$ cat src/rtl/seq_mult_hs.sv
// Parametrised radix-2^BPC shift-and-add multiplier with valid/ready handshakes.
// Optional early termination when the remaining multiplier is zero: SEQ_MULT_EARLY_TERM_EN.
module seq_mult_hs #(
  parameter int WIDTH = 8,
  parameter int BPC   = 1
) (
  input  logic               clk,
  input  logic               rst_n,
  input  logic               in_valid,
  output logic               in_ready,
  input  logic               in_signed,
  input  logic [WIDTH-1:0]   a,
  input  logic [WIDTH-1:0]   b,
  output logic               out_valid,
  input  logic               out_ready,
  output logic [2*WIDTH-1:0] product,
  output logic               ovf,
  output logic               busy
);

  localparam int N  = WIDTH / BPC;
  localparam int CW = (N > 1) ? $clog2(N) : 1;

  if (WIDTH < 2 || BPC < 1 || (WIDTH % BPC) != 0) begin : g_param_err
    $error("seq_mult_hs: WIDTH must be >= 2 and a multiple of BPC");
  end

  typedef enum logic [1:0] {
    ST_IDLE = 2'b00,
    ST_CALC = 2'b01,
    ST_DONE = 2'b10
  } state_t;

  state_t             state_r;
  logic [WIDTH-1:0]   mcand_r;
  logic [WIDTH-1:0]   mult_r;
  logic [2*WIDTH-1:0] acc_r;
  logic [CW-1:0]      count_r;
  logic               neg_r;
  logic               sgn_r;
  logic               in_ready_r;
  logic               out_valid_r;
  logic [2*WIDTH-1:0] product_r;
  logic               ovf_r;
  logic               busy_r;

  logic [2*WIDTH-1:0] pp_s;
  logic [2*WIDTH-1:0] acc_nxt_s;
  logic [2*WIDTH-1:0] prod_s;
  logic               last_s;

  // Magnitude of an operand; -2^(WIDTH-1) maps to 2^(WIDTH-1), which still fits unsigned.
  function automatic logic [WIDTH-1:0] abs_f(input logic [WIDTH-1:0] v, input logic s);
    if (s && v[WIDTH-1]) begin
      abs_f = -v;
    end else begin
      abs_f = v;
    end
  endfunction

  function automatic logic ovf_f(input logic [2*WIDTH-1:0] p, input logic s);
    logic [WIDTH:0] hi_s;
    hi_s = p[2*WIDTH-1:WIDTH-1];
    if (s) begin
      ovf_f = (hi_s != '0) && (hi_s != '1);
    end else begin
      ovf_f = (p[2*WIDTH-1:WIDTH] != '0);
    end
  endfunction

  // Partial product for the current digit and the post-step result/exit decision.
  always_comb begin
    pp_s = '0;
    if (mult_r[BPC-1:0] != '0) begin
      pp_s = ((2*WIDTH)'(mcand_r) * (2*WIDTH)'(mult_r[BPC-1:0])) << (32'(count_r) * BPC);
    end else begin
      pp_s = '0;
    end
    acc_nxt_s = acc_r + pp_s;
    if (neg_r) begin
      prod_s = -acc_nxt_s;
    end else begin
      prod_s = acc_nxt_s;
    end
`ifdef SEQ_MULT_EARLY_TERM_EN
    last_s = (count_r == CW'(N - 1)) || ((mult_r >> BPC) == '0);
`else
    last_s = (count_r == CW'(N - 1));
`endif
  end

  // Control FSM, datapath registers and registered handshake outputs.
  always_ff @(posedge clk or negedge rst_n) begin
    if (!rst_n) begin
      state_r     <= ST_IDLE;
      mcand_r     <= '0;
      mult_r      <= '0;
      acc_r       <= '0;
      count_r     <= '0;
      neg_r       <= 1'b0;
      sgn_r       <= 1'b0;
      in_ready_r  <= 1'b1;
      out_valid_r <= 1'b0;
      product_r   <= '0;
      ovf_r       <= 1'b0;
      busy_r      <= 1'b0;
    end else begin
      case (state_r)
        ST_IDLE: begin
          if (in_valid) begin
            state_r    <= ST_CALC;
            mcand_r    <= abs_f(a, in_signed);
            mult_r     <= abs_f(b, in_signed);
            neg_r      <= in_signed & (a[WIDTH-1] ^ b[WIDTH-1]);
            sgn_r      <= in_signed;
            acc_r      <= '0;
            count_r    <= '0;
            in_ready_r <= 1'b0;
            busy_r     <= 1'b1;
          end
        end
        ST_CALC: begin
          acc_r   <= acc_nxt_s;
          mult_r  <= mult_r >> BPC;
          count_r <= count_r + CW'(1);
          if (last_s) begin
            state_r     <= ST_DONE;
            product_r   <= prod_s;
            ovf_r       <= ovf_f(prod_s, sgn_r);
            out_valid_r <= 1'b1;
          end
        end
        ST_DONE: begin
          if (out_ready) begin
            state_r     <= ST_IDLE;
            out_valid_r <= 1'b0;
            in_ready_r  <= 1'b1;
            busy_r      <= 1'b0;
          end
        end
        default: begin
          state_r     <= ST_IDLE;
          out_valid_r <= 1'b0;
          in_ready_r  <= 1'b1;
          busy_r      <= 1'b0;
        end
      endcase
    end
  end

  assign in_ready  = in_ready_r;
  assign out_valid = out_valid_r;
  assign product   = product_r;
  assign ovf       = ovf_r;
  assign busy      = busy_r;

endmodule
$ cat config.mk
export PLATFORM = sky130hd
export DESIGN_NAME = seq_mult_hs
export DESIGN_NICKNAME = d
export VERILOG_FILES = /design/src/rtl/seq_mult_hs.sv
export SDC_FILE = /design/constraint.sdc
export NUM_CORES = 1
export LEC_CHECK = 0
export CAP_MARGIN = 20
export CORE_MARGIN = 4
export CORE_UTILIZATION = 50
export DETAILED_ROUTE_END_ITERATION = 6
export GPL_ROUTABILITY_DRIVEN = 0
export PLACE_DENSITY = 0.67
export SLEW_MARGIN = 5
export SYNTH_ARGS = -nofsm -noshare
export SYNTH_HDL_FRONTEND = slang
export SYNTH_SLANG_ARGS = --single-unit
$ cat constraint.sdc
create_clock -name clk -period 4.64 [get_ports clk]
set_input_delay 0.696 -clock clk [delete_from_list [all_inputs] [get_ports clk]]
set_output_delay 0.696 -clock clk [all_outputs]
set_load 0.02 [all_outputs]
==> impl_metrics.ini <==
[floorplan]
io_pins = 41
dieArea_mm2 = 0.0101
die_x_um = 101
start_util_pct = 51.8
die_h_um = 101
fp-row-count = 33
coreArea_mm2 = 0.00826

[worst_setup_path]
arrival_ns = 4.60
r2r-start = count_r[0]
crit_type = flop to flop
critPathCaptureType = flop
r2r_slack_ns = 0.25
worstRegToRegCells = 17
timing.rr.end = ovf
crit_fanout = 8
crit_required_ns = 4.85
start_kind = flop

[synthesis]
yosysTopAreaCellShare_pct = 33.9
synth_area_leaders = dfrtp_1, o21ai_0, ha_1
synth_warnings = 0
yosys.area.top_type = dfrtp_1
seq_area_frac_synth_pct = 34.5
syn_area_per_cell_um2 = 8.75
syn_inst = 489
ys_types = 72
ys_seq_elements = 59
syn_nets = 531
netlist_area_mm2 = 0.00428
synth-async-reset-ratio_pct = 100
synth_edf_count = 0
synth-main-ff-cell = dfrtp_1

[timing]
skew_ns = 0.00833
min_period_ns = 4.39
setup_violations = 0
tightest_slew_ns = 0.975
finalHoldViolations = 0
rsz0062_at_grt = false
tns_ns = 0
period_share_pct = 94.7
fmax_mhz = 228
slew_headroom_pct = 35.0
slew_violations = 0

[clock_network]
clock_sinks = 59
h-tree-depth = 3
postCtsHoldBufs = 0
cts_buffers = 9
cts_buffer_depth = 2
cts.clk_slew.worst_paths_ns = 0.06
cts_tree = yes
worstSkewPairLatency_ns = 0.34
cts-root-buf = clkbuf_8

[detailed_routing]
routed_via_density = 5.82
drcViolationCount = 0
drt-total-wl_mm = 10.2
dr_total_vias = 3691
wl_per_cell_um = 16.0
drt_iter0_markers = 252
firstDrtPassIters = 4
postRouteAntennaNets = 0

[grt]
track_usage_pct = 20.9
grt_max_degree = 60
grt-ovfl-total = 0
antenna_found_initial = 0
grt_pass1_wl_mm = 17.0
grt_pass1_vias = 3612

[status]
status = finished clean

[pwr]
power.share.sequential_pct = 25.1
netSwitchingFraction_pct = 46.5
p_clk_share_pct = 13.2
p_int_w = 0.00201
power.leakage_nw = 2.18
vdd_ir_drop_max_v = 0.000368
powerDensity_mw_per_mm2 = 750
pwr-share-comb_pct = 61.6
p_sw_w = 0.00175

[min_path]
min_from = product[9]
whs_endpoint = product[9]
hold_class = flop to flop
hold_depth = 1

[final_layout]
final_cell_area_mm2 = 0.00501
nets = 566
synthToLayoutAreaGrowth_pct = 17.0
antenna-diode-count = 0
drive_gt1_share_pct = 12.1
fill_cells = 730

[placed_design]
placed_area_mm2 = 0.00477
hpwlAfterDp_mm = 7.55
portBuffers = 40

[job]
cap_violations = 0
## per-layer routing
| metal | vias up | GRT usage (%) | wire [µm] |
|---|---|---|---|
| li1 | 1830 | - | - |
| met1 | 1777 | 27.7 | 4760 |
| met2 | 74 | 34.8 | 4870 |
| met3 | 10 | 3.81 | 405 |
| met4 | 0 | 6.53 | 133 |
| met5 | - | 0 | 0 |
## final cells by class
| class | count | area [µm²] | share of cell area (%) |
|---|---|---|---|
| clock buffer | 14 | 173 | 3.45 |
| sequential | 59 | 1480 | 29.5 |
| tap | 105 | 131 | 2.62 |
| clock inverter | 2 | 35.0 | 0.700 |
| inverter | 13 | 48.8 | 0.975 |
| multi-input combinational | 389 | 2660 | 53.0 |
| timing repair buffer | 52 | 485 | 9.70 |
## flip-flops by register name (all words and copies together), names as in the netlist
| signal | flops |
|---|---|
| busy | 1 |
| count_r | 3 |
| out_valid | 1 |
| acc_r | 16 |
| neg_r | 1 |
| state_r | 2 |
| mcand_r | 8 |
| product | 16 |
| sgn_r | 1 |
| in_ready | 1 |
| mult_r | 8 |
| ovf | 1 |
## cell usage after synthesis (2+ instances only)
library cell  instances
nor2b_1              13
nor2_1               35
mux2i_1              11
o22ai_1               5
o31ai_1               3
buf_4                 4
a211oi_1              5
nor3_1                6
or3_1                 2
inv_1                13
mux2_2                4
or2_2                 2
a31o_2                3
ha_1                 20
a21o_1                7
nand2b_1              9
nor4b_1               2
dfrtp_1              58
a22oi_4               2
a21oi_1              23
nand3_1              16
clkbuf_1             21
and2_1                3
a22oi_1               8
xnor2_1              22
o21ai_0              55
nand4_1               2
nor3b_1               3
a22o_1                7
xor2_1               13
o211ai_1              5
a31oi_1               7
nand2_1              61
## placed cells by master (no fill, tap or decap), types with 8 or more instances in the layout
cell type / synthesis / routed
clkbuf_8: 0 / 12
a22oi_1: 8 / 8
clkdlybuf4s50_1: 0 / 39
xnor2_1: 22 / 22
a21oi_1: 23 / 23
nand2b_1: 9 / 9
ha_1: 20 / 20
dfrtp_1: 58 / 57
nand3_1: 16 / 16
o21ai_0: 55 / 54
xor2_1: 13 / 13
inv_1: 13 / 13
buf_4: 4 / 12
nand2_1: 61 / 61
nor2b_1: 13 / 13
mux2i_1: 11 / 11
nor2_1: 35 / 35
## power by group through the flow
| stage | registers (W) | clock network (W) | logic [W] |
|---|---|---|---|
| 6_report | 0.000944 | 0.000497 | 0.00231 |
| 5_1_grt | 0.000979 | 0.000528 | 0.00254 |
| 4_1_cts | 0.000940 | 0.000505 | 0.00227 |
| 3_5_place_dp | 0.000946 | 0 | 0.00226 |
| 3_3_place_gp | 0.000936 | 0 | 0.00222 |
| 2_1_floorplan | 0.000948 | 0 | 0.00162 |
## how the worst max path moves through the flow
stage,from,end,slack [ns],cells past startpoint
after global placement,count_r[0],ovf,0.28,17
after detailed placement,count_r[0],ovf,0.17,17
after CTS,count_r[0],ovf,0.12,17
after floorplan,count_r[0],ovf,0.37,17
after global routing,mult_r[0],ovf,0.03,16
final,count_r[0],ovf,0.25,17
## what timing repair did
item,in CTS,in global routing
resized for setup,0,7
endpoints found under the setup margin,0,2
buffers inserted,0,0
## worst max-delay path: stages (launching register included)
cell       delay, ns
dfrtp_2         0.43
buf_4           0.19
mux2_2          0.35
nand2_1         0.12
nor2_1          0.08
a311oi_1        0.36
a31oi_1         0.08
ha_1            0.39
nand3_2         0.11
or2_0           0.22
or2_1           0.23
a31o_2          0.22
mux2_4          0.31
a2111oi_4       0.39
a41oi_2         0.20
xnor2_2         0.20
nor4b_2         0.29
a211oi_1        0.08
## through the flow
step | utilization [%] | std cells | hold slack [ns] | total power [W] | setup WS [ns]
finish | 60.6 | 634 | 0.482 | 0.00375 | 0.247
global route | 60.6 | 634 | 0.515 | 0.00404 | 0.0255
CTS | 60.3 | 634 | 0.487 | 0.00372 | 0.122
detailed placement | 57.7 | 618 | 0.470 | 0.00320 | 0.171
global placement | 57.7 | 618 | 0.460 | 0.00315 | 0.281
floorplan | - | 489 | 0.400 | 0.00257 | 0.367
## kinds of logic after synthesis
group | synth area share (%)
AO/OA/AOI/OAI | 23.8
buffers and inverters | 4.15
adder cells (fa/ha/maj) | 6.31
multiplexers | 3.98
XOR/XNOR | 7.54
flip-flops | 34.5
AND/OR/NAND/NOR | 19.7
Note: power is estimated with default switching activity, not from simulation.
